**src/rtl/uart_pkg.sv**
```systemverilog
// uart_pkg: shared UART types, baud constant and command byte codes
package uart_pkg;
  typedef enum logic [1:0] {IDLE, START, DATA, STOP} uart_rx_state_t;
  localparam int BAUD_DIV_19200 = 2604;
  localparam logic [7:0] CMD_GO = 8'h67;
  localparam logic [7:0] CMD_STOP = 8'h73;
endpackage

```
**src/rtl/uart_cmd_rcv_if.sv**
```systemverilog
// uart_cmd_rcv_if: command receiver link (RX, clr_rdy in; rx_data, rdy, frm_err out of the receiver)
interface uart_cmd_rcv_if #(parameter int DATA_BITS = 8);
  logic RX;
  logic clr_rdy;
  logic [DATA_BITS-1:0] rx_data;
  logic rdy;
  logic frm_err;
  modport master (output RX, clr_rdy, input rx_data, rdy, frm_err);
  modport slave (input RX, clr_rdy, output rx_data, rdy, frm_err);
endinterface

```
**src/rtl/uart_baud_tmr.sv**
```systemverilog
// uart_baud_tmr: loadable baud down-counter (clk, rst, load, load_val in; tick out when count is zero)
module uart_baud_tmr #(
  parameter int W = 12
) (
  input  logic         clk,
  input  logic         rst,
  input  logic         load,
  input  logic [W-1:0] load_val,
  output logic         tick
);
  logic [W-1:0] cnt;
  always_ff @(posedge clk)
    if (rst) cnt <= '0;
    else if (load) cnt <= load_val;
    else if (cnt != '0) cnt <= cnt - W'(1);
  assign tick = cnt == '0;
endmodule

```
**src/rtl/uart_cmd_rcv.sv**
```systemverilog
// uart_cmd_rcv: 8N1 UART receiver (clk, rst, bus.slave: RX, clr_rdy in; rx_data, sticky rdy, frm_err pulse out)
module uart_cmd_rcv
  import uart_pkg::*;
#(
  parameter int BAUD_DIV = BAUD_DIV_19200,
  parameter int DATA_BITS = 8
) (
  input  logic           clk,
  input  logic           rst,
  uart_cmd_rcv_if.slave  bus
);
  localparam int CW = $clog2(BAUD_DIV);
  localparam int BW = $clog2(DATA_BITS + 1);
  uart_rx_state_t state, state_nx;
  logic rx_m, rx_s, rx_prev;
  logic start_edge, tick, load, shift, take_byte, bad_stop, clr_on_start, first_bit, last_bit;
  logic [CW-1:0] load_val;
  logic [BW-1:0] bit_cnt;
  logic [DATA_BITS-1:0] shreg, rx_data_q;
  logic rdy_q, frm_err_q;
  always_ff @(posedge clk)
    if (rst) {rx_m, rx_s, rx_prev} <= 3'b111;
    else {rx_m, rx_s, rx_prev} <= {bus.RX, rx_m, rx_s};
  assign start_edge = !rx_s && rx_prev;
  uart_baud_tmr #(.W(CW)) u_tmr (
    .clk      (clk),
    .rst      (rst),
    .load     (load),
    .load_val (load_val),
    .tick     (tick)
  );
  always_ff @(posedge clk)
    if (rst) state <= IDLE;
    else state <= state_nx;
  assign last_bit = bit_cnt == BW'(DATA_BITS - 1);
  always_comb begin
    state_nx = state;
    case (state)
      IDLE:  state_nx = start_edge ? START : IDLE;
      START: state_nx = !tick ? START : (rx_s ? IDLE : DATA);
      DATA:  state_nx = (tick && last_bit) ? STOP : DATA;
      STOP:  state_nx = tick ? IDLE : STOP;
      default: state_nx = IDLE;
    endcase
  end
  always_comb begin
    clr_on_start = state == IDLE && start_edge;
    first_bit = state == START && tick && !rx_s;
    shift = state == DATA && tick;
    take_byte = state == STOP && tick && rx_s;
    bad_stop = state == STOP && tick && !rx_s;
    load = clr_on_start || first_bit || shift;
    load_val = state == IDLE ? CW'(BAUD_DIV / 2 - 1) : CW'(BAUD_DIV - 1);
  end
  always_ff @(posedge clk)
    if (rst) begin
      bit_cnt <= '0;
      shreg <= '0;
      rx_data_q <= '0;
      rdy_q <= 1'b0;
      frm_err_q <= 1'b0;
    end else begin
      if (first_bit) bit_cnt <= '0;
      else if (shift && !last_bit) bit_cnt <= bit_cnt + BW'(1);
      if (shift) shreg <= {rx_s, shreg[DATA_BITS-1:1]};
      if (take_byte) rx_data_q <= shreg;
      if (take_byte) rdy_q <= 1'b1;
      else if (bus.clr_rdy || clr_on_start) rdy_q <= 1'b0;
      frm_err_q <= bad_stop;
    end
  assign bus.rx_data = rx_data_q;
  assign bus.rdy = rdy_q;
  assign bus.frm_err = frm_err_q;
endmodule
```
**src/flat_wrapper.sv**
```systemverilog
// flat-port wrapper written by rule: the top's interface ports become plain ports
module uart_cmd_rcv_flat import uart_pkg::*;
#(
  parameter int BAUD_DIV = BAUD_DIV_19200,
  parameter int DATA_BITS = 8
)
  (clk, rst, bus_RX, bus_clr_rdy, bus_rx_data, bus_rdy, bus_frm_err);
  uart_cmd_rcv_if #(.DATA_BITS(DATA_BITS)) bus_i ();
  input  logic clk;
  input  logic rst;
  input wire logic [$bits(bus_i.RX)-1:0] bus_RX;
  input wire logic [$bits(bus_i.clr_rdy)-1:0] bus_clr_rdy;
  output wire logic [$bits(bus_i.rx_data)-1:0] bus_rx_data;
  output wire logic [$bits(bus_i.rdy)-1:0] bus_rdy;
  output wire logic [$bits(bus_i.frm_err)-1:0] bus_frm_err;
  assign bus_i.RX = bus_RX;
  assign bus_i.clr_rdy = bus_clr_rdy;
  assign bus_rx_data = bus_i.rx_data;
  assign bus_rdy = bus_i.rdy;
  assign bus_frm_err = bus_i.frm_err;
  uart_cmd_rcv #(.BAUD_DIV(BAUD_DIV), .DATA_BITS(DATA_BITS)) u_core (.clk(clk), .rst(rst), .bus(bus_i));
endmodule
```
**config.mk**
```make
export PLATFORM = sky130hd
export DESIGN_NAME = uart_cmd_rcv_flat
export DESIGN_NICKNAME = d
export VERILOG_FILES = /design/src/rtl/uart_pkg.sv /design/src/rtl/uart_cmd_rcv_if.sv /design/src/rtl/uart_baud_tmr.sv /design/src/rtl/uart_cmd_rcv.sv /design/src/flat_wrapper.sv
export SDC_FILE = /design/constraint.sdc
export NUM_CORES = 1
export LEC_CHECK = 0
export ABC_CLOCK_PERIOD_IN_PS = 3800
export BUFFER_PORTS_ARGS = -buffer_cell sky130_fd_sc_hd__buf_2
export CAP_MARGIN = 40
export CORE_MARGIN = 2
export CORE_UTILIZATION = 60
export CTS_BUF_LIST = sky130_fd_sc_hd__clkbuf_4 sky130_fd_sc_hd__clkbuf_8
export DETAILED_ROUTE_END_ITERATION = 8
export PLACE_DENSITY = 0.82
export SYNTH_ARGS = -nofsm -noshare
export SYNTH_HDL_FRONTEND = slang
export SYNTH_SLANG_ARGS = --single-unit
export TNS_END_PERCENT = 1
```
**constraint.sdc**
```tcl
create_clock -name clk -period 3.8 [get_ports clk]
set_input_delay 0.76 -clock clk [delete_from_list [all_inputs] [get_ports clk]]
set_output_delay 0.76 -clock clk [all_outputs]
set_load 0.01 [all_outputs]
```
# --- Word-level counts from Yosys, hierarchy flattened ---
# Cells that the tools add are included.
op_classes:
  eq_ne: 4
  reduce_logical: 21
  muxes: 11
  addsub: 2
op_table:
  columns: ["cell", "n"]
  rows:
  - ["12-bit two-way mux", 3]
  - ["12-bit zero test", 1]
  - ["12-bit nonzero test", 1]
  - ["12-bit by 1-bit subtractor with 12-bit output, second input constant", 1]
  - ["1-bit logical AND", 10]
  - ["2-bit case mux with 4 select lines", 1]
  - ["2-bit two-way mux", 3]
  - ["4-bit by 1-bit adder with 4-bit output, second input constant", 1]
  - ["2-bit == test, second input constant", 2]
  - ["4-bit by 3-bit == test with 1-bit output, second input constant", 1]
  - ["1-bit two-way mux", 4]
  - ["2-bit nonzero test", 2]
  - ["1-bit logical OR", 3]
  - ["2-bit by 1-bit == test with 1-bit output, second input constant", 1]
  - ["1-bit zero test", 2]
  - ["2-bit zero test", 1]
  - ["2-bit OR reduction", 1]
word_totals:
  reg_bits: 39
  elab_cells: 48
  output_inout_bits: 10

# --- Depth between registers and ports, before layout ---
# Gate-level depths: netlist of run 1.
depth:
  ltp_word: 6
  ltp_mapped: 7
  ltp_nobuf: 6

# --- By module ---
# From an unflattened synthesis of run 1, not the netlist that was laid out.
hier_totals:
  hier_cells: 219
  hier_area_um2: 1776.7
by_module_without_submodules:
  columns: ["mod", "cells_per_inst", "instances", "area_each_um2"]
  rows:
  - ["uart_cmd_rcv", 126, 1, 1047.3]
  - ["uart_baud_tmr", 93, 1, 729.4]

# --- Least setup slack after synthesis of run 1 ---
# No wires, ideal clock.
synth_timing:
  kind: "reg2reg"
  from: "register u_core.u_tmr.cnt[0]"
  to: "register u_core.u_tmr.cnt[0]"
  setup_slack_ns: 1.716
  t_arrival_ns: 1.947
  t_required_ns: 3.663
  stages_incl_launch_ff: 8
  cell_sequence: "dfxtp_1 -> inv_1 -> ha_1 -> or3b_1 -> or4_4 -> buf_6 -> nor4_4 -> a311oi_2"
synth_between:
  elab_chain_len: 6
  word_cells_on_any_way: 11
  cone_classes: "add/sub: 1; mux: 2; reduce/logical: 8"
synth_lines:
  columns: ["item", "line_no", "text"]
  rows:
  - ["start, declared", "uart_baud_tmr.sv:11", "logic [W-1:0] cnt;"]
  - ["start signal, assigned", "uart_baud_tmr.sv:14", "else if (load) cnt <= load_val;"]
  - ["start signal, assigned", "uart_baud_tmr.sv:15", "else if (cnt != '0) cnt <= cnt - W'(1);"]
  - ["parallel branches: the longest is 6 deep, another holds 12-bit by 1-bit subtractor with 12-bit output", null, null]
# Several ways; the timed one is not identified. The select of a mux whose other input is x is not followed.
# A chain may end at the register's enable or synchronous reset.

# --- Worst setup path in the final report of run 1 ---
layout_timing:
  from: "register u_core.u_tmr.cnt[0]"
  to: "register u_core.rx_data_q[2] (netlist: u_core.bus.rx_data[2])"
layout_between:
  elab_chain_len: 3
layout_lines:
  columns: ["item", "line_no", "text"]
  rows:
  - ["12-bit zero test", "uart_baud_tmr.sv:16", "assign tick = cnt == '0;"]
  - ["1-bit logical AND (2 in series)", "uart_cmd_rcv.sv:50", "take_byte = state == STOP && tick && rx_s;"]
  - ["end signal, assigned", "uart_cmd_rcv.sv:66", "if (take_byte) rx_data_q <= shreg;"]
  - ["end, declared", "uart_cmd_rcv.sv:19", "logic [DATA_BITS-1:0] shreg, rx_data_q;"]
# No other way between the ends.

==> results of run 1 <==
power by group:
part / switching [mW] / leakage (nW) / internal [mW] / total [mW]
clock network: 0.137 / 0.0452 / 0.138 / 0.276
logic: 0.256 / 0.387 / 0.190 / 0.446
registers: 0.0766 / 0.317 / 0.464 / 0.541
cell usage after synthesis (4+ instances only):
cell type,instances
nor4_1,4
o21ai_0,4
mux2i_1,9
or2_2,4
dfxtp_1,39
a21oi_1,25
or3_1,5
nor3_1,6
nor2_1,17
clkbuf_1,7
nand2_1,23
layout make-up:
| cell class | instances | area [sq um] |
|---|---|---|
| Inverter | 3 | 11.26 |
| Sequential cell | 39 | 780.7 |
| Clock inverter | 3 | 43.79 |
| Tap cell | 31 | 38.79 |
| Fill cell | 220 | 882.1 |
| Multi-Input combinational cell | 140 | 867.1 |
| Timing Repair Buffer | 14 | 72.57 |
| Clock buffer | 5 | 37.54 |
routing by layer:
metal	global-route usage, %	vias up
met1	26.81	684
met3	7.937	13
li1	-	718
met4	12.29	0
met2	37.44	35
met5	0	-
flip-flops by register name (all words and copies together) (netlist names):
name / cells
u_core.rx_m: 1
u_core.u_tmr.cnt: 12
u_core.bit_cnt: 4
u_core.rx_prev: 1
u_core.rx_s: 1
u_core.bus.rdy: 1
u_core.bus.rx_data: 8
u_core.bus.frm_err: 1
u_core.state: 2
u_core.shreg: 8
kinds of logic after synthesis:
kind of cell               Yosys count
muxes                                9
AOI/OAI and AO/OA                   42
DFF                                 39
xor gates and xnor gates             4
buffers and inverters               12
and+or+nand+nor                     83
adders and majority gates            2
worst max-delay path by stage:
| stage | from | end | slack (ns) | cells after the start |
|---|---|---|---|---|
| 6_report | u_core.u_tmr.cnt[0] | u_core.bus.rx_data[2] | 1.29 | 6 |
| 5_1_grt | u_core.u_tmr.cnt[0] | u_core.bus.rx_data[2] | 1.04 | 6 |
| 4_1_cts | u_core.u_tmr.cnt[0] | u_core.bus.rx_data[2] | 1.28 | 6 |
| 3_5_place_dp | u_core.u_tmr.cnt[0] | u_core.bus.rx_data[2] | 1.30 | 6 |
| 3_3_place_gp | u_core.u_tmr.cnt[0] | u_core.bus.rx_data[6] | 1.38 | 6 |
| 2_1_floorplan | u_core.u_tmr.cnt[0] | u_core.u_tmr.cnt[0] | 1.72 | 7 |
==> metrics.json, run 1 <==
{
  "run_status": {"value": "finished, final reports clean"},
  "grt_pass1_vias": {"value": 1340},
  "final_cell_mix": {"value": "dfxtp_1 (39), a21oi_1 (25), nand2_1 (23)"},
  "critical_path.startpoint_type": {"value": "flip-flop"},
  "wl_per_cell": {"value": 14.18, "unit": "um"},
  "finalWeightedCongestion": {"value": 0.8683},
  "timing.setup.critical_path_class": {"value": "reg -> reg"},
  "num_antenna_cells": {"value": 0},
  "dp_slack": {"value": 1.296, "unit": "ns"},
  "muxShareOfSynthArea": {"value": 5.294, "unit": "%"},
  "crit-reg2reg-launch": {"value": "u_core.u_tmr.cnt[0]"},
  "overflow": {"value": 0},
  "sequential_cell_area_fraction_in_the_yosys_report": {"value": 45.88, "unit": "%"},
  "path_buf_inv": {"value": 1},
  "worst_ep_required_time": {"value": 4.03, "unit": "ns"},
  "rr_worst_depth": {"value": 6},
  "crit_fanout": {"value": 9},
  "synth-compound-area-share": {"value": 15.07, "unit": "%"},
  "layout_min_cycle_time": {"value": 2.505, "unit": "ns"},
  "cts_max_level": {"value": 2},
  "floorplan.die.width": {"value": 57.26, "unit": "um"},
  "post-route-period-util": {"value": 65.93, "unit": "%"},
  "maxcap_violations": {"value": 0},
  "synth_area": {"value": 0.001702, "unit": "sq mm"},
  "setup_viol_count_final": {"value": 0},
  "cts-buffers-inserted": {"value": 5},
  "ant_nets": {"value": 0},
  "detail_routed_via_count_per_cell": {"value": 6.170},
  "post_route_worst_setup_slack": {"value": 1.295, "unit": "ns"},
  "min-delay-path-class": {"value": "reg -> reg"},
  "synth_cell_type_count": {"value": 40},
  "synth_xor_xnor_area_share": {"value": 2.059, "unit": "%"},
  "asr_flop_ratio_synth": {"value": 0, "unit": "%"},
  "port_buffers": {"value": 13},
  "max_freq": {"value": 399.1, "unit": "MHz"},
  "initial_core_util": {"value": 62.24, "unit": "%"},
  "core_region_area": {"value": 0.002734, "unit": "sq mm"},
  "cp_cell_instances": {"value": "inv_1 > ha_1 > nor3b_1 > nand4_1 > mux2i_1 > nor2_1"},
  "leakagePower": {"value": 0.7496, "unit": "nW"},
  "dpl.cell_count": {"value": 227},
  "drtIter0Drc": {"value": 40},
  "yosysWarnings": {"value": 0},
  "grt_setup_unrepaired": {"value": "false"},
  "worst_ir_drop_vdd": {"value": 0.5619, "unit": "mV"},
  "final_common_cell": {"value": "dfxtp_1"},
  "critPathArrivalTime": {"value": 2.74, "unit": "ns"},
  "final_net_count": {"value": 209},
  "cts-root-to-sink-buffers": {"value": 2},
  "ys_dominant_reg_cell": {"value": "dfxtp_1"},
  "areaGrowthSynthToFinish": {"value": 8.824, "unit": "%"},
  "fin_skew": {"value": 0.006839, "unit": "ns"},
  "synth_fa_ha_area_share": {"value": 1.471, "unit": "%"},
  "top_routing_layer_in_use": {"value": "met4"},
  "crit_path_top_delay_cell": {"value": "nand4_1"},
  "synth_top_cells_by_area": {"value": "dfxtp_1 (46%), a21oi_1 (7.4%), mux2i_1 (5.3%), nand2_1 (5.1%), nor2_1 (3.8%)"},
  "min_to": {"value": "u_core.rx_s"},
  "final_core_util": {"value": 67.73, "unit": "%"},
  "total_power_of_the_final_layout": {"value": 1.262, "unit": "mW"},
  "post_cts_hold_buffer_count": {"value": 0},
  "wl_met1": {"value": 1479, "unit": "um"},
  "fin_worst_hold_slack": {"value": 0.4195, "unit": "ns"},
  "family_of_cells_with_the_greatest_summed_delay_on_the_critical_path": {"value": "simple AND/OR/NAND/NOR gates"},
  "netlist_instances": {"value": 191},
  "cell_depth_of_the_worst_hold_path": {"value": 1},
  "r2r_slack": {"value": 1.29, "unit": "ns"},
  "wirelength": {"value": 3332, "unit": "um"},
  "cts_tree": {"value": "yes"},
  "vert_die_dim": {"value": 57.26, "unit": "um"},
  "finished_cell_area": {"value": 0.001852, "unit": "sq mm"},
  "worst_slew_pin_slew": {"value": 0.9024, "unit": "ns"},
  "dominant_combinational_cell_family_by_area_after_synthesis": {"value": "simple AND/OR/NAND/NOR gates"},
  "endpoint_kind": {"value": "flip-flop"},
  "synth-edff-count": {"value": 0},
  "slew_violations": {"value": 0},
  "num_io_pins": {"value": 14},
  "finalSetupTns": {"value": 0, "unit": "ns"},
  "remaining_drc_errors": {"value": 0},
  "synth.top_cell.area_share": {"value": 45.88, "unit": "%"},
  "num_rows": {"value": 19},
  "grt_first_pass_wirelength": {"value": 5789, "unit": "um"},
  "antenna_found_initial": {"value": 0},
  "area_share_of_and_or_nand_nor_cells_after_synthesis": {"value": 27.06, "unit": "%"},
  "synth.net_count": {"value": 197},
  "cts_repair_resize_count": {"value": 0},
  "instance_area_at_placement": {"value": 0.001770, "unit": "sq mm"},
  "vias": {"value": 1450},
  "timing.rr.end": {"value": "u_core.bus.rx_data[2]"},
  "timing.slew.headroom": {"value": 39.29, "unit": "%"},
  "fp.dieArea": {"value": 0.003278, "unit": "sq mm"},
  "share_of_post_route_cells_with_drive_strength_above_1": {"value": 16.18, "unit": "%"},
  "drt-pass1-iter-count": {"value": 5},
  "synth_area_per_cell": {"value": 8.909, "unit": "sq um"},
  "instances_no_fill": {"value": 235},
  "route.met3.wl": {"value": 147, "unit": "um"},
  "synth_top_cell_by_area": {"value": "dfxtp_1"},
  "grt_max_degree": {"value": 31},
  "clkSinkCount": {"value": 39},
  "grt_usage": {"value": 23.05, "unit": "%"},
  "clock-root-buffer": {"value": "clkbuf_4"},
  "finalHoldViolations": {"value": 0},
  "path_clk_slew": {"value": 0.12, "unit": "ns"},
  "clk_latency": {"value": 0.35, "unit": "ns"},
  "dp_hpwl": {"value": 2315, "unit": "um"},
  "hold_path_startpoint": {"value": "u_core.rx_m"},
  "p_per_area": {"value": 681.4, "unit": "mW/mm^2"},
  "cts_setup_buffers": {"value": 0},
  "ys_ff_latch": {"value": 39},
  "wl_met2": {"value": 1625, "unit": "um"},
  "cpPeakStageDelay": {"value": 0.66, "unit": "ns"}
}
(Power assumes the default switching activity.)
==> run 2: changes to the inputs <==
ABC_CLOCK_PERIOD_IN_PS = 2200   (was 3800)
CORE_UTILIZATION = 55   (was 60)
PLACE_DENSITY = 0.79   (was 0.82)
clock period = 2.2 ns   (was 3.8 ns; I/O delays follow)
==> metrics.json, run 2 (synthesis gave the netlist of run 1 again) <==
{
  "run_status": {"value": "finished, final reports clean", "change": "unchanged"},
  "antenna_found_initial": {"value": 0, "change": "unchanged"},
  "grt_usage": {"value": 23.28, "unit": "%", "change": "was 23.05%"},
  "grt_setup_unrepaired": {"value": "false", "change": "unchanged"},
  "grt_pass1_vias": {"value": 1366, "change": "was 1,340"},
  "family_of_cells_with_the_greatest_summed_delay_on_the_critical_path": {"value": "simple AND/OR/NAND/NOR gates", "change": "unchanged"},
  "vert_die_dim": {"value": 59.62, "unit": "um", "change": "was 57.26 um"},
  "r2r_slack": {"value": 0.12, "unit": "ns", "change": "was 1.29 ns"},
  "share_of_post_route_cells_with_drive_strength_above_1": {"value": 20.93, "unit": "%", "change": "was 16.18%"},
  "min-delay-path-class": {"value": "in -> reg", "change": "was reg -> reg"},
  "final.fill_count": {"value": 253, "change": "was 220"},
  "critical_path.startpoint_type": {"value": "flip-flop", "change": "unchanged"},
  "core_region_area": {"value": 0.003003, "unit": "sq mm", "change": "was 0.002734 sq mm"},
  "multi_input_gate_area": {"value": 870.8, "unit": "sq um", "change": "was 867.1 sq um"},
  "floorplan.die.width": {"value": 59.62, "unit": "um", "change": "was 57.26 um"},
  "initial_core_util": {"value": 56.67, "unit": "%", "change": "was 62.24%"},
  "worst_ep_required_time": {"value": 2.42, "unit": "ns", "change": "was 4.03 ns"},
  "clk_latency": {"value": 0.34, "unit": "ns", "change": "was 0.35 ns"},
  "cp-startpoint": {"value": "u_core.u_tmr.cnt[1]", "change": "was u_core.u_tmr.cnt[0]"},
  "p_per_area": {"value": 1259, "unit": "mW/mm^2", "change": "was 681.4 mW/mm^2"},
  "max_freq": {"value": 481.1, "unit": "MHz", "change": "was 399.1 MHz"},
  "setup_viol_count_final": {"value": 0, "change": "unchanged"},
  "regArea": {"value": 780.7, "unit": "sq um", "change": "unchanged"},
  "wirelength": {"value": 3620, "unit": "um", "change": "was 3332 um"},
  "fin_skew": {"value": 0.006861, "unit": "ns", "change": "was 0.006839 ns"},
  "cp_cell_instances": {"value": "inv_1 > ha_1 > or3b_4 > or4_4 > nor4_4 > a311oi_2", "change": "was inv_1 > ha_1 > nor3b_1 > nand4_1 > mux2i_1 > nor2_1"},
  "clock-root-buffer": {"value": "clkbuf_4", "change": "unchanged"},
  "dp_hpwl": {"value": 2562, "unit": "um", "change": "was 2315 um"},
  "endpoint_kind": {"value": "flip-flop", "change": "unchanged"},
  "num_antenna_cells": {"value": 0, "change": "unchanged"},
  "final_cell_mix": {"value": "dfxtp_1 (39), a21oi_1 (25), nand2_1 (23)", "change": "unchanged"},
  "grt_first_pass_wirelength": {"value": 6134, "unit": "um", "change": "was 5789 um"},
  "detail_routed_via_count_per_cell": {"value": 5.871, "change": "was 6.170"},
  "instance_area_at_placement": {"value": 0.001848, "unit": "sq mm", "change": "was 0.001770 sq mm"},
  "finalSetupTns": {"value": 0, "unit": "ns", "change": "unchanged"},
  "vias": {"value": 1456, "change": "was 1,450"},
  "areaGrowthSynthToFinish": {"value": 15.44, "unit": "%", "change": "was 8.824%"},
  "endpoint": {"value": "u_core.u_tmr.cnt[0]", "change": "was u_core.bus.rx_data[2]"},
  "maxcap_violations": {"value": 0, "change": "unchanged"},
  "final_net_count": {"value": 220, "change": "was 209"},
  "critPathArrivalTime": {"value": 2.30, "unit": "ns", "change": "was 2.74 ns"},
  "post_route_worst_setup_slack": {"value": 0.1214, "unit": "ns", "change": "was 1.295 ns"},
  "crit-reg2reg-launch": {"value": "u_core.u_tmr.cnt[1]", "change": "was u_core.u_tmr.cnt[0]"},
  "clkSinkCount": {"value": 39, "change": "unchanged"},
  "cts-buffers-inserted": {"value": 5, "change": "unchanged"},
  "worst_ir_drop_vdd": {"value": 0.5587, "unit": "mV", "change": "was 0.5619 mV"},
  "number_of_flip_flops_under_the_largest_register_name": {"value": 12, "change": "unchanged"},
  "layout_min_cycle_time": {"value": 2.079, "unit": "ns", "change": "was 2.505 ns"},
  "dp_slack": {"value": 0.1040, "unit": "ns", "change": "was 1.296 ns"},
  "finalWeightedCongestion": {"value": 0.8362, "change": "was 0.8683"},
  "leakagePower": {"value": 0.8123, "unit": "nW", "change": "was 0.7496 nW"},
  "top_register": {"value": "u_core.u_tmr.cnt", "change": "unchanged"},
  "fin_worst_hold_slack": {"value": 0.2747, "unit": "ns", "change": "was 0.4195 ns"},
  "num_rows": {"value": 20, "change": "was 19"},
  "timing.rr.end": {"value": "u_core.u_tmr.cnt[0]", "change": "was u_core.bus.rx_data[2]"},
  "overflow": {"value": 0, "change": "unchanged"},
  "num_io_pins": {"value": 14, "change": "unchanged"},
  "critical_path_stages": {"value": 6, "change": "unchanged"},
  "rr_worst_depth": {"value": 6, "change": "unchanged"},
  "drtIter0Drc": {"value": 46, "change": "was 40"},
  "port_buffers": {"value": 13, "change": "unchanged"},
  "cts_tree": {"value": "yes", "change": "unchanged"},
  "timing.slew.headroom": {"value": 62.83, "unit": "%", "change": "was 39.29%"},
  "ant_nets": {"value": 0, "change": "unchanged"},
  "final_common_cell": {"value": "dfxtp_1", "change": "unchanged"},
  "instances_no_fill": {"value": 248, "change": "was 235"},
  "path_buf_inv": {"value": 1, "change": "unchanged"},
  "cts-root-to-sink-buffers": {"value": 2, "change": "unchanged"},
  "wl_per_cell": {"value": 14.60, "unit": "um", "change": "was 14.18 um"},
  "post-route-period-util": {"value": 94.48, "unit": "%", "change": "was 65.93%"},
  "finalHoldViolations": {"value": 0, "change": "unchanged"},
  "cpPeakStageDelay": {"value": 0.58, "unit": "ns", "change": "was 0.66 ns"},
  "crit_fanout": {"value": 9, "change": "unchanged"},
  "cts_max_level": {"value": 2, "change": "unchanged"},
  "post_cts_hold_buffer_count": {"value": 0, "change": "unchanged"},
  "worst_slew_pin_slew": {"value": 0.5436, "unit": "ns", "change": "was 0.9024 ns"},
  "grt_max_degree": {"value": 31, "change": "unchanged"},
  "remaining_drc_errors": {"value": 0, "change": "unchanged"},
  "slew_violations": {"value": 0, "change": "unchanged"},
  "timing.setup.critical_path_class": {"value": "reg -> reg", "change": "unchanged"},
  "finished_cell_area": {"value": 0.001964, "unit": "sq mm", "change": "was 0.001852 sq mm"},
  "dpl.cell_count": {"value": 239, "change": "was 227"},
  "drt-pass1-iter-count": {"value": 4, "change": "was 5"},
  "path_clk_slew": {"value": 0.12, "unit": "ns", "change": "about the same"},
  "crit_path_top_delay_cell": {"value": "or4_4", "change": "was nand4_1"},
  "fp.dieArea": {"value": 0.003555, "unit": "sq mm", "change": "was 0.003278 sq mm"}
}
[run 2: cell types whose count changed in the layout (fill, tap and decap cells not counted), sizes merged]
cell    previous run  this run
buf               14        25
clkbuf             5         6
bufinv             1         2
clkinv             2         0
[run 2: through the flow]
stage	util, %	total power, mW
floorplan	-	1.568
global placement	61.54	1.805
detailed placement	61.54	1.838
CTS	65.04	2.442
global route	65.42	2.617
finish	65.42	2.473
[run 2: timing repair]
action | 4_1_cts | 5_1_grt
buffers inserted | 0 | 1
resized for setup | 0 | 2
setup endpoints to repair | 0 | 7
[run 2: power breakdown]
group / total, mW / internal [mW] / switching, mW
combinational: 0.949 / 0.451 / 0.498
clock: 0.604 / 0.367 / 0.237
sequential: 0.919 / 0.801 / 0.118
[run 2: layout make-up]
class                      count  area share (%)
clock inverter                 2           3.057
inverter                       3          0.5732
multi-input combinational    140           44.33
sequential                    39           39.75
clock buffer                   6           2.293
timing repair buffer          25           7.898
tap                           33           2.102
[run 2: worst min path at each step]
stage / startpoint / end / slack [ns] / cells after the start
global placement: u_core.rx_m / u_core.rx_s / 0.39 / 1
CTS: bus_RX / u_core.rx_m / 0.26 / 2
floorplan: u_core.rx_m / u_core.rx_s / 0.39 / 1
finish: bus_RX / u_core.rx_m / 0.27 / 2
detailed placement: u_core.rx_m / u_core.rx_s / 0.40 / 1
global route: bus_RX / u_core.rx_m / 0.27 / 2
[run 2: metal layers]
layer | GRT usage [%] | vias up | share of wire (%)
li1 | - | 735 | -
met1 | 27.50 | 692 | 44
met2 | 40.03 | 27 | 51
met3 | 5.895 | 2 | 3.9
met4 | 9.524 | 0 | 0.86
met5 | 0 | - | 0
==> run 3: changes to the inputs <==
CORE_ASPECT_RATIO = 1.5   (was unset)
==> metrics.json, run 3 (synthesis gave the netlist of run 1 again) <==
{
  "cellInternalPower": {"value": 1.690, "unit": "mW", "change": "was 1.619 mW"},
  "cpPeakStageDelay": {"value": 0.63, "unit": "ns", "change": "was 0.58 ns"},
  "fin_skew": {"value": 0.006322, "unit": "ns", "change": "was 0.006861 ns"},
  "wirelength": {"value": 3654, "unit": "um", "change": "was 3620 um"},
  "setup_viol_count_final": {"value": 0, "change": "unchanged"},
  "drtIter0Drc": {"value": 28, "change": "was 46"},
  "clock-root-buffer": {"value": "clkbuf_8", "change": "was clkbuf_4"},
  "finalHoldViolations": {"value": 0, "change": "unchanged"},
  "worst_ep_required_time": {"value": 2.38, "unit": "ns", "change": "was 2.42 ns"},
  "antenna_found_initial": {"value": 0, "change": "unchanged"},
  "cp-startpoint": {"value": "u_core.u_tmr.cnt[1]", "change": "unchanged"},
  "slew_violations": {"value": 0, "change": "unchanged"},
  "share_of_post_route_cells_with_drive_strength_above_1": {"value": 20.09, "unit": "%", "change": "was 20.93%"},
  "path_buf_inv": {"value": 1, "change": "unchanged"},
  "clkSinkCount": {"value": 39, "change": "unchanged"},
  "post_cts_hold_buffer_count": {"value": 0, "change": "unchanged"},
  "grt_pass1_vias": {"value": 1452, "change": "was 1,366"},
  "power.share.switching": {"value": 34.41, "unit": "%", "change": "was 34.51%"},
  "core_region_area": {"value": 0.002943, "unit": "sq mm", "change": "was 0.003003 sq mm"},
  "cp_cell_instances": {"value": "inv_1 > ha_1 > or3b_1 > or4_4 > o21ai_2 > a311oi_1", "change": "was inv_1 > ha_1 > or3b_4 > or4_4 > nor4_4 > a311oi_2"},
  "vert_die_dim": {"value": 72.13, "unit": "um", "change": "was 59.62 um"},
  "ant_nets": {"value": 0, "change": "unchanged"},
  "grt_max_degree": {"value": 31, "change": "unchanged"},
  "post_route_worst_setup_slack": {"value": 0.1339, "unit": "ns", "change": "was 0.1214 ns"},
  "number_of_flip_flops_under_the_largest_register_name": {"value": 12, "change": "unchanged"},
  "worst_ir_drop_vdd": {"value": 0.6993, "unit": "mV", "change": "was 0.5587 mV"},
  "floorplan.die.width": {"value": 49.42, "unit": "um", "change": "was 59.62 um"},
  "areaGrowthSynthToFinish": {"value": 17.06, "unit": "%", "change": "was 15.44%"},
  "grt_first_pass_wirelength": {"value": 6513, "unit": "um", "change": "was 6134 um"},
  "run_status": {"value": "finished, final reports clean", "change": "unchanged"},
  "dp_hpwl": {"value": 2648, "unit": "um", "change": "was 2562 um"},
  "grt_setup_unrepaired": {"value": "false", "change": "unchanged"},
  "endpoint_kind": {"value": "flip-flop", "change": "unchanged"},
  "cts_max_level": {"value": 2, "change": "unchanged"},
  "dpl.cell_count": {"value": 245, "change": "was 239"},
  "num_io_pins": {"value": 14, "change": "unchanged"},
  "num_antenna_cells": {"value": 0, "change": "unchanged"},
  "clk_latency": {"value": 0.30, "unit": "ns", "change": "was 0.34 ns"},
  "p_per_area": {"value": 1294, "unit": "mW/mm^2", "change": "was 1259 mW/mm^2"},
  "num_rows": {"value": 24, "change": "was 20"},
  "drt-pass1-iter-count": {"value": 4, "change": "unchanged"},
  "fin_worst_hold_slack": {"value": 0.3285, "unit": "ns", "change": "was 0.2747 ns"},
  "post-route-period-util": {"value": 93.91, "unit": "%", "change": "was 94.48%"},
  "critPathArrivalTime": {"value": 2.24, "unit": "ns", "change": "was 2.30 ns"},
  "maxcap_violations": {"value": 0, "change": "unchanged"},
  "wl_per_cell": {"value": 14.44, "unit": "um", "change": "was 14.60 um"},
  "dp_slack": {"value": 0.1689, "unit": "ns", "change": "was 0.1040 ns"},
  "power.share.clock": {"value": 27.7, "unit": "%", "change": "was 24.4%"},
  "remaining_drc_errors": {"value": 0, "change": "unchanged"},
  "grt_usage": {"value": 23.62, "unit": "%", "change": "was 23.28%"},
  "timing.setup.critical_path_class": {"value": "reg -> reg", "change": "unchanged"},
  "total_switching_power": {"value": 0.8867, "unit": "mW", "change": "was 0.8534 mW"},
  "layout_min_cycle_time": {"value": 2.066, "unit": "ns", "change": "was 2.079 ns"},
  "timing.slew.headroom": {"value": 64.18, "unit": "%", "change": "was 62.83%"},
  "path_clk_slew": {"value": 0.08, "unit": "ns", "change": "was 0.12 ns"},
  "leakagePower": {"value": 0.8167, "unit": "nW", "change": "was 0.8123 nW"},
  "crit_path_top_delay_cell": {"value": "or4_4", "change": "unchanged"},
  "finalWeightedCongestion": {"value": 0.9116, "change": "was 0.8362"},
  "cts_repair_resize_count": {"value": 0, "change": "unchanged"},
  "fp.dieArea": {"value": 0.003564, "unit": "sq mm", "change": "was 0.003555 sq mm"},
  "finished_cell_area": {"value": 0.001992, "unit": "sq mm", "change": "was 0.001964 sq mm"},
  "final_common_cell": {"value": "dfxtp_1", "change": "unchanged"},
  "port_buffers": {"value": 13, "change": "unchanged"},
  "top_register": {"value": "u_core.u_tmr.cnt", "change": "unchanged"},
  "vias": {"value": 1503, "change": "was 1,456"},
  "cts_tree": {"value": "yes", "change": "unchanged"},
  "max_freq": {"value": 484.0, "unit": "MHz", "change": "was 481.1 MHz"},
  "crit-reg2reg-launch": {"value": "u_core.u_tmr.cnt[1]", "change": "unchanged"},
  "final_cell_mix": {"value": "dfxtp_1 (39), a21oi_1 (25), nand2_1 (23)", "change": "unchanged"},
  "power.share.sequential": {"value": 35.9, "unit": "%", "change": "was 37.2%"},
  "cts_setup_buffers": {"value": 0, "change": "unchanged"},
  "comb_power_share": {"value": 36.4, "unit": "%", "change": "was 38.4%"},
  "family_of_cells_with_the_greatest_summed_delay_on_the_critical_path": {"value": "simple AND/OR/NAND/NOR gates", "change": "unchanged"},
  "instances_no_fill": {"value": 253, "change": "was 248"},
  "min-delay-path-class": {"value": "in -> reg", "change": "unchanged"},
  "critical_path.startpoint_type": {"value": "flip-flop", "change": "unchanged"},
  "hold_path_startpoint": {"value": "bus_RX", "change": "unchanged"},
  "instance_area_at_placement": {"value": 0.001856, "unit": "sq mm", "change": "was 0.001848 sq mm"},
  "finalSetupTns": {"value": 0, "unit": "ns", "change": "unchanged"},
  "detail_routed_via_count_per_cell": {"value": 5.941, "change": "was 5.871"},
  "cts-buffers-inserted": {"value": 5, "change": "unchanged"},
  "overflow": {"value": 0, "change": "unchanged"},
  "cts-root-to-sink-buffers": {"value": 2, "change": "unchanged"},
  "worst_slew_pin_slew": {"value": 0.5373, "unit": "ns", "change": "was 0.5436 ns"},
  "initial_core_util": {"value": 57.82, "unit": "%", "change": "was 56.67%"},
  "final_net_count": {"value": 219, "change": "was 220"},
  "crit_fanout": {"value": 10, "change": "was 9"}
}
[run 3: cell count changes in the layout (fill, tap and decap cells not counted), sizes merged]
cell      delta
buf          -1
clkbuf       -1
clkinvlp     +1
[run 3: metrics by stage]
stage / utilization (%) / power [mW]
after floorplan: - / 1.568
after global placement: 63.05 / 1.815
after detailed placement: 63.05 / 1.847
after CTS: 67.69 / 2.568
after global routing: 67.69 / 2.726
final: 67.69 / 2.577
[run 3: area by class of cell]
cell class,count,area (sq um)
clock buffer,5,68.82
clock inverter,3,67.56
fill,253,950.9
inverter,3,11.26
multi-input combinational,140,867.1
sequential,39,780.7
tap,39,48.80
timing repair buffer,24,147.6
[run 3: per-layer routing]
metal	global-route usage [%]	wire length (um)	vias up
li1	-	-	732
met1	25.90	1492	729
met2	40.99	1948	31
met3	5.761	114	11
met4	14.20	99	0
met5	0	0	-
[run 3: path summary, 6_finish.rpt]
path / endpoint / slack (ns) / cells after the start
setup / recovery: u_core.u_tmr.cnt[9] / 0.13 / 6
hold / removal: u_core.rx_m / 0.33 / 2
setup reg to reg: u_core.u_tmr.cnt[9] / 0.13 / 6
hold reg to reg: u_core.rx_s / 0.42 / 1
[run 3: power groups by stage]
| stage | combinational (mW) | clock [mW] | sequential (mW) |
|---|---|---|---|
| final | 0.939 | 0.713 | 0.925 |
| after global routing | 1.05 | 0.745 | 0.935 |
| after CTS | 0.928 | 0.723 | 0.917 |
| after detailed placement | 0.913 | 0 | 0.934 |
| after global placement | 0.890 | 0 | 0.925 |
| after floorplan | 0.669 | 0 | 0.899 |
